==> config.mk <==
export PLATFORM = sky130hd
export DESIGN_NAME = wbp_rr_arbiter
export DESIGN_NICKNAME = d
export VERILOG_FILES = /design/src/rtl/wbp_rr_arbiter_pkg.sv /design/src/rtl/wbp_rr_pick.sv /design/src/rtl/wbp_rr_arbiter.sv
export SDC_FILE = /design/constraint.sdc
export NUM_CORES = 1
export LEC_CHECK = 0
export CAP_MARGIN = 20
export CORE_AREA = 2 2 89 91
export DETAILED_ROUTE_END_ITERATION = 10
export DIE_AREA = 0 0 91 93
export PLACE_DENSITY = 0.71
export SLEW_MARGIN = 20
export SYNTH_ARGS = -nofsm -noshare
export SYNTH_HDL_FRONTEND = slang
export SYNTH_SLANG_ARGS = --single-unit
==> constraint.sdc <==
create_clock -name i_clk -period 3.15 [get_ports i_clk]
set_input_delay 0.63 -clock i_clk [delete_from_list [all_inputs] [get_ports i_clk]]
set_output_delay 0.63 -clock i_clk [all_outputs]
set_load 0.01 [all_outputs]
==> src/rtl/wbp_rr_arbiter_pkg.sv <==
// Shared types and helpers for the Wishbone pipelined round-robin arbiter.
package wbp_rr_arbiter_pkg;

   typedef enum logic {
      ST_IDLE  = 1'b0,
      ST_GRANT = 1'b1
   } grant_state_t;

   // Port-index width; a single-port build still needs one bit.
   function automatic int unsigned idx_w(input int unsigned n);
      return (n > 1) ? $clog2(n) : 1;
   endfunction

endpackage

==> src/rtl/wbp_rr_pick.sv <==
// Round-robin pick: first set request strictly after `last`, wrapping at NM.
module wbp_rr_pick
   import wbp_rr_arbiter_pkg::*;
#(
   parameter int unsigned NM = 2,
   parameter int unsigned IW = idx_w(NM)
) (
   input  logic [NM-1:0] req,
   input  logic [IW-1:0] last,
   output logic          found,
   output logic [IW-1:0] idx
);

   int unsigned k;

   // last+i never exceeds 2*NM-1, so one conditional subtract does the wrap
   always_comb begin
      found = 1'b0;
      idx   = '0;
      k     = 0;
      for (int unsigned i = 1; i <= NM; i++) begin
         k = 32'(last) + i;
         if (k >= NM)
            k = k - NM;
         if (!found && req[k]) begin
            found = 1'b1;
            idx   = IW'(k);
         end
      end
   end

endmodule

==> src/rtl/wbp_rr_arbiter.sv <==
// NM-port round-robin arbiter onto one Wishbone pipelined master; ownership
// is per CYC and outstanding requests are counted so ACK/ERR reach the owner.
module wbp_rr_arbiter
   import wbp_rr_arbiter_pkg::*;
#(
   parameter int unsigned NM       = 2,
   parameter int unsigned AW       = 12,
   parameter int unsigned DW       = 32,
   parameter int unsigned LGMAXOUT = 4
) (
   input  logic                 i_clk,
   input  logic                 i_reset_n,
   input  logic [NM-1:0]        i_scyc,
   input  logic [NM-1:0]        i_sstb,
   input  logic [NM-1:0]        i_swe,
   input  logic [NM*AW-1:0]     i_saddr,
   input  logic [NM*DW-1:0]     i_sdata,
   input  logic [NM*DW/8-1:0]   i_ssel,
   output logic [NM-1:0]        o_sstall,
   output logic [NM-1:0]        o_sack,
   output logic [NM-1:0]        o_serr,
   output logic [DW-1:0]        o_sdata,
   output logic                 o_mcyc,
   output logic                 o_mstb,
   output logic                 o_mwe,
   output logic [AW-1:0]        o_maddr,
   output logic [DW-1:0]        o_mdata,
   output logic [DW/8-1:0]      o_msel,
   input  logic                 i_mstall,
   input  logic                 i_mack,
   input  logic                 i_merr,
   input  logic [DW-1:0]        i_mdata
);

   localparam int unsigned IW = idx_w(NM);
   localparam int unsigned SW = DW / 8;
   localparam int unsigned CW = LGMAXOUT;
   localparam logic [CW-1:0] CNT_MAX = '1;

   grant_state_t  state, nxt_state;
   logic [IW-1:0] owner, nxt_owner;
   logic [IW-1:0] last, nxt_last;
   logic [CW-1:0] count, nxt_count;
   logic          err_abort, nxt_err_abort;

   logic          pick_found;
   logic [IW-1:0] pick_idx;

   logic          granted;
   logic          owner_cyc;
   logic          full;
   logic          stb_acc;
   logic          ack_ok;
   logic          err_ok;
   logic          rearb;

   logic [AW-1:0] saddr_a [NM];
   logic [DW-1:0] sdata_a [NM];
   logic [SW-1:0] ssel_a  [NM];

   for (genvar g = 0; g < NM; g++) begin : g_slice
      assign saddr_a[g] = i_saddr[g*AW +: AW];
      assign sdata_a[g] = i_sdata[g*DW +: DW];
      assign ssel_a[g]  = i_ssel[g*SW +: SW];
   end

   wbp_rr_pick #(
      .NM (NM),
      .IW (IW)
   ) u_pick (
      .req   (i_scyc),
      .last  (last),
      .found (pick_found),
      .idx   (pick_idx)
   );

   // Downstream request path, muxed from the current owner
   always_comb begin
      granted   = (state == ST_GRANT);
      owner_cyc = i_scyc[owner];
      full      = (count == CNT_MAX);
      o_mcyc    = granted & owner_cyc & ~err_abort;
      o_mstb    = o_mcyc & i_sstb[owner] & ~full;
      o_mwe     = i_swe[owner];
      o_maddr   = saddr_a[owner];
      o_mdata   = sdata_a[owner];
      o_msel    = ssel_a[owner];
      o_sdata   = i_mdata;
      stb_acc   = o_mstb & ~i_mstall;
      // An ACK with nothing outstanding is stale (aborted cycle) and is dropped
      ack_ok    = o_mcyc & i_mack & (count != '0);
      err_ok    = o_mcyc & i_merr;
      rearb     = ~granted | ~owner_cyc;
   end

   // Upstream responses go only to the owner
   for (genvar g = 0; g < NM; g++) begin : g_resp
      logic own;
      assign own         = granted & (owner == IW'(g));
      assign o_sstall[g] = ~own | i_mstall | full | err_abort;
      assign o_sack[g]   = own & ack_ok;
      assign o_serr[g]   = own & err_ok;
   end

   always_ff @(posedge i_clk or negedge i_reset_n) begin
      if (!i_reset_n) begin
         state     <= ST_IDLE;
         owner     <= '0;
         last      <= IW'(NM - 1);
         count     <= '0;
         err_abort <= 1'b0;
      end else begin
         state     <= nxt_state;
         owner     <= nxt_owner;
         last      <= nxt_last;
         count     <= nxt_count;
         err_abort <= nxt_err_abort;
      end
   end

   // Grant FSM, outstanding counter and error-abort tracking
   always_comb begin
      nxt_state     = state;
      nxt_owner     = owner;
      nxt_last      = last;
      nxt_count     = count;
      nxt_err_abort = err_abort;

      if (rearb) begin
         nxt_count     = '0;
         nxt_err_abort = 1'b0;
         if (pick_found) begin
            nxt_state = ST_GRANT;
            nxt_owner = pick_idx;
            nxt_last  = pick_idx;
         end else begin
            nxt_state = ST_IDLE;
         end
      end else if (err_ok) begin
         nxt_count     = '0;
         nxt_err_abort = 1'b1;
      end else if (!err_abort) begin
         unique case ({stb_acc, ack_ok})
            2'b10:   nxt_count = count + CW'(1);
            2'b01:   nxt_count = count - CW'(1);
            default: nxt_count = count;
         endcase
      end
   end

endmodule

* Word-level counts from Yosys, hierarchy flattened
Index checks and enable logic that the tools add are counted.
** Word-level totals
- Flip-flop bits (word level) :: 8
** Operators by class
- $add $sub $neg :: 6
- $lt $le $gt $ge :: 6
- Equality and inequality tests :: 4
- Muxes and demuxes :: 32
- Bitwise gates (word level) :: 30
- Reductions and logical operators :: 7
** Operators by type and width (count)
- 32-bit 2-to-1 mux :: 5
- 32-bit by 2-bit >= comparator with 1-bit output (second input constant) :: 2
- 32-bit by 2-bit less-than comparator with 1-bit output (second input constant) :: 2
- 32-bit by 2-bit subtractor with 32-bit output (second input constant) :: 2
- 12-bit 2-to-1 mux :: 3
- 4-bit 2-to-1 mux :: 6
- 1-bit 2-to-1 mux :: 17
- 1-bit AND :: 14
- 1-bit NOT :: 8
- 4-bit one-hot mux with 2 select lines :: 1
- 4-bit nonzero test :: 2
- 1-bit OR :: 7
- 4-bit by 1-bit adder with 4-bit output (second input constant) :: 1
- 4-bit == test (second input constant) :: 1
- 2-bit AND reduction :: 2
- 4-bit by 1-bit subtractor with 4-bit output (second input constant) :: 1
- 1-bit by 2-bit adder with 3-bit output (second input constant) :: 1
- 3-bit by 1-bit != test with 1-bit output (second input constant) :: 1
- 1-bit by 1-bit adder with 2-bit output (second input constant) :: 1
- 2-bit by 1-bit == test with 1-bit output (second input constant) :: 1
- 2-bit == test (second input constant) :: 1
- 2-bit >= comparator (second input constant) :: 1
- 1-bit by 2-bit less-than comparator with 1-bit output (second input constant) :: 1
- 1-bit NOT with 2-bit output :: 1
- 3 further kinds :: 3

* Depth between registers and ports, before layout
- Depth in word-level cells :: 12
- Depth in mapped cells :: 12

* By module
A second synthesis with hierarchy kept.
** Second synthesis, totals
- Cells, all modules :: 150
- Area total of the unflattened synthesis :: 1451.4 µm²
** By module, submodules not included
- wbp_rr_arbiter :: times used 1, cells an instance 148, area an instance 1437.6 µm², sequential area each 201.4 µm²
- wbp_rr_pick :: times used 1, cells an instance 2, area an instance 13.8 µm², sequential area each 0.0 µm²

* Worst setup path after synthesis
No wires, ideal clock.
- Path kind :: input to register
- Start :: input port i_scyc[1]
- End :: register count[3]
- Library setup time :: 82 ps
- Data arrival time :: 3075 ps
- Setup slack :: -7 ps
- Cell stages on the path :: 11
- Buffers on the path :: 1
- Cell sequence :: mux2_2 -> nand2_1 -> buf_2 -> nor4_1 -> nand2b_1 -> ha_1 -> ha_1 -> o211a_1 -> a211oi_1 -> or4b_1 -> a31oi_1
** Between the ends
- Longest elaborated chain between the ends :: 12
- Elaborated cells between the ends (all ways) :: 21
** Ends and longest elaborated chain
- start, declared :: RTL line wbp_rr_arbiter.sv:13 : input logic [NM-1:0] i_scyc,
- 1-bit 2-to-1 mux (not written as such) (*) (2 in series) :: RTL line wbp_rr_arbiter.sv:80 : owner_cyc = i_scyc[owner];
- 1-bit AND (*) (2 in series) :: RTL line wbp_rr_arbiter.sv:82 : o_mcyc = granted & owner_cyc & ~err_abort;
- 1-bit AND (*) (2 in series) :: RTL line wbp_rr_arbiter.sv:83 : o_mstb = o_mcyc & i_sstb[owner] & ~full;
- via o_mstb :: RTL line wbp_rr_arbiter.sv:24 : output logic o_mstb,
- 1-bit AND (*) :: RTL line wbp_rr_arbiter.sv:89 : stb_acc = o_mstb & ~i_mstall;
- 2-bit by 1-bit == test with 1-bit output / 2-bit == test (equally long branches) :: RTL line wbp_rr_arbiter.sv:143 : unique case ({stb_acc, ack_ok})
- 4-bit one-hot mux with 2 select lines :: RTL line wbp_rr_arbiter.sv:143
- 4-bit 2-to-1 mux :: RTL line wbp_rr_arbiter.sv:142 : end else if (!err_abort) begin
- 4-bit 2-to-1 mux :: RTL line wbp_rr_arbiter.sv:139 : end else if (err_ok) begin
- 4-bit 2-to-1 mux :: RTL line wbp_rr_arbiter.sv:129 : if (rearb) begin
- end signal, assigned :: RTL line wbp_rr_arbiter.sv:116 : count <= nxt_count;
- end, declared :: RTL line wbp_rr_arbiter.sv:43 : logic [CW-1:0] count, nxt_count;
The timed path passes the listed nets; every way through them passes the cells marked *. The select of a mux whose other input is x is not followed.
A chain may end at the register's enable or synchronous reset.

* Final worst setup path
- Start :: input port i_scyc[0]
- End :: output port o_serr[1]
** Between the ends
- Longest elaborated chain between the ends :: 6
** Ends and longest elaborated chain
- 1-bit 2-to-1 mux (not written as such) (2 in series) :: RTL line wbp_rr_arbiter.sv:80
- 1-bit AND (2 in series) :: RTL line wbp_rr_arbiter.sv:82
- 1-bit AND :: RTL line wbp_rr_arbiter.sv:92 : err_ok = o_mcyc & i_merr;
- 1-bit AND :: RTL line wbp_rr_arbiter.sv:102 : assign o_serr[g] = own & err_ok;
- end, declared :: RTL line wbp_rr_arbiter.sv:21 : output logic [NM-1:0] o_serr,
No other way between the ends. The select of a mux whose other input is x is not followed.

==> metrics.cfg <==
[run_status]
status = finished, final reports clean

[synth]
synthTopCellsByArea = mux2_2 40%, buf_4 17%, dfrtp_1 12%
syn_avg_cell_area_um2 = 9.055
synth_seq_area_share_pct = 14.26
synth_top_area_share_pct = 39.86
synth_cell_types = 35
async_flop_share_pct = 100.0
synth_edf_count = 0
synth_warnings = 0
synth_top_cell_by_area = mux2_2
synthFlopType = dfrtp_1
synth_area_mm2 = 0.001413
netlist_instances = 156
syn_nets = 299
synth_seq_cells = 8

[floorplan]
dieArea_mm2 = 0.008463
ios = 228
core_area_mm2 = 0.007527
rows = 32
initial_core_util_pct = 18.77
die_h_um = 93
die_w_um = 91

[layout]
final_layout_size_suffix_gt1_share_pct = 24.83
final_cell_area_mm2 = 0.003047
post_layout_nonfiller_instances = 396
layout_commonest_cell = clkdlybuf4s50_1
utilization_pct = 40.48
area_growth_pct = 115.7
final_nets = 438
antenna_cells = 0
nFillCells = 781
most-common-layout-cells = 161 x clkdlybuf4s50_1, 50 x mux2_2, 12 x buf_4, 9 x nand2_1, 7 x nor2_1

[global_route]
grt.overflow.total = 0
grt_max_degree = 33
grt_pass1_wl_um = 9218
antenna_found_initial = 0
gr-usage-all-layers_pct = 13.94
grt_pass1_vias = 1641

[clocking]
clock_sinks = 8
worstSkewPairLatency_ps = 240
cts-hold-fix-buffers = 0
cts_tree = built
cts_root_buf = clkbuf_8
numCtsBuffers = 3
cts_buffer_depth = 2
htreeDepth = 1
path_clk_slew_ps = 40

[sta]
maxSlewHeadroom_pct = 73.34
finalCritPeriodShare_pct = 96.26
worst_slew_pin_slew_ps = 398.6
clock_skew_ps = 8.107
drv_slew = 0
worst_slack_ps = 117.8
hold_viol = 0
max_freq_ghz = 0.3298
setup_viol = 0
fin_crit_ps = 3032

[hold_path]
min-delay-start = last
whs_endpoint = last
worstHoldPathCells = 2
hp-class = flip-flop to flip-flop

[setup_path]
critPathLaunchType = input pin
r2r.worst_path.cells = 10
cp.required_ps = 2520
reg2reg_from = owner
cp_max_fo = 9
cp-end-kind = output pin
r2r_setup_slack_ps = 450
cp.arrival_ps = 2400
critical_path_class = input pin to output pin
r2r_end = count[3]

[place]
place_congestion = 0.8677
place_area_mm2 = 0.002979
dp.final_hpwl_um = 5576
pre_cts_ws_ps = -193.2
placed_cells = 391
io_buffers = 163

[power_and_ir_drop]
p_leak_nw = 1.194
max-vdd-ir-drop_uv = 135.2
p_per_area_mw_per_mm2 = 260.9

[routing]
wirelength_um = 6612
vias = 1692
ant_nets = 0
drc = 0
vias_per_cell = 4.273
drt_iter0_drc = 11
dr.pass1.iters = 4
post_drt_wl_per_cell_um = 16.70

[job]
max-cap-violations = 0

[what timing repair did]
item	CTS	global route
setup endpoints to repair	2	3
buffers inserted	0	1
gates resized for setup	2	3
pin swaps	0	1
[report_power, final]
group / switching [mW] / internal (mW) / total, mW
sequential: 0.0123 / 0.114 / 0.127
clock: 0.0439 / 0.0880 / 0.132
combinational: 0.182 / 0.355 / 0.536
[metal layers]
| metal | vias to the layer above | wire length, um | global-route usage [%] |
|---|---|---|---|
| met5 | - | 0 | 0 |
| met4 | 0 | 86 | 3.409 |
| met3 | 11 | 986 | 8.219 |
| met2 | 96 | 3195 | 23.40 |
| met1 | 780 | 2344 | 15.06 |
| li1 | 805 | - | - |
[stage by stage]
stage	TNS (ps)	hold slack (ps)	total power [mW]
floorplan	0	334.4	0.3757
global placement	-121.5	510.3	0.6579
detailed placement	-305.9	532.6	0.6643
CTS	0	534.4	0.8026
global route	-44.71	543.8	0.8382
finish	0	536.2	0.7949
[cells in the mapped netlist, types with 2 or more instances]
cell type and count:
clkbuf_1 2, a31oi_1 2, nor2_1 8, o21ai_0 2, mux2_2 50, a2bb2oi_1 2, nor3_1 2, a21oi_1 4
ha_1 4, buf_4 32, buf_2 7, a22o_1 2, nand2_1 9, dfrtp_1 7, nor2b_1 3
[how the worst max path moves through the flow]
stage	start	to	slack (ps)	depth (start not counted)
after floorplan	i_scyc[1]	count[3]	150	11
after global placement	i_scyc[0]	count[3]	-100	11
after detailed placement	i_scyc[0]	count[3]	-190	11
after CTS	i_scyc[0]	count[3]	10	11
after global routing	i_scyc[0]	count[3]	-40	11
final	i_scyc[0]	o_serr[1]	120	7
[critical path, cell delays in order]
cell and delay, ps:
clkdlybuf4s50_1 480, mux2_2 160, nand2_1 100, buf_4 200, nor2_2 110, and4_1 200
clkdlybuf4s50_1 530
[registers in the layout, summed over array words and instances, names as in the netlist]
| name | cells |
|---|---|
| granted | 1 |
| err_abort | 1 |
| count | 4 |
| owner | 1 |
| last | 1 |
[cell families (layout without fill, tap and decap cells)]
| kind of cell | after synthesis | in the layout | synth area share, % |
|---|---|---|---|
| fa+ha+maj | 4 | 4 | 3.543 |
| compound gates | 17 | 17 | 8.504 |
| simple gates | 32 | 32 | 11.60 |
| xor+xnor | 2 | 2 | 1.240 |
| buf+inv | 42 | 180 | 20.28 |
| mux | 51 | 51 | 40.57 |
| flops | 8 | 8 | 14.26 |
[area by class of cell]
class	count	area, um^2	area share (%)
clock buffer	4	45.04	1.478
timing repair buffer	175	1719	56.43
inverter	1	3.754	0.1232
tap	102	127.6	4.189
multi-input combinational	106	948.4	31.13
sequential	8	202.7	6.653
(Power assumes the default switching activity.)
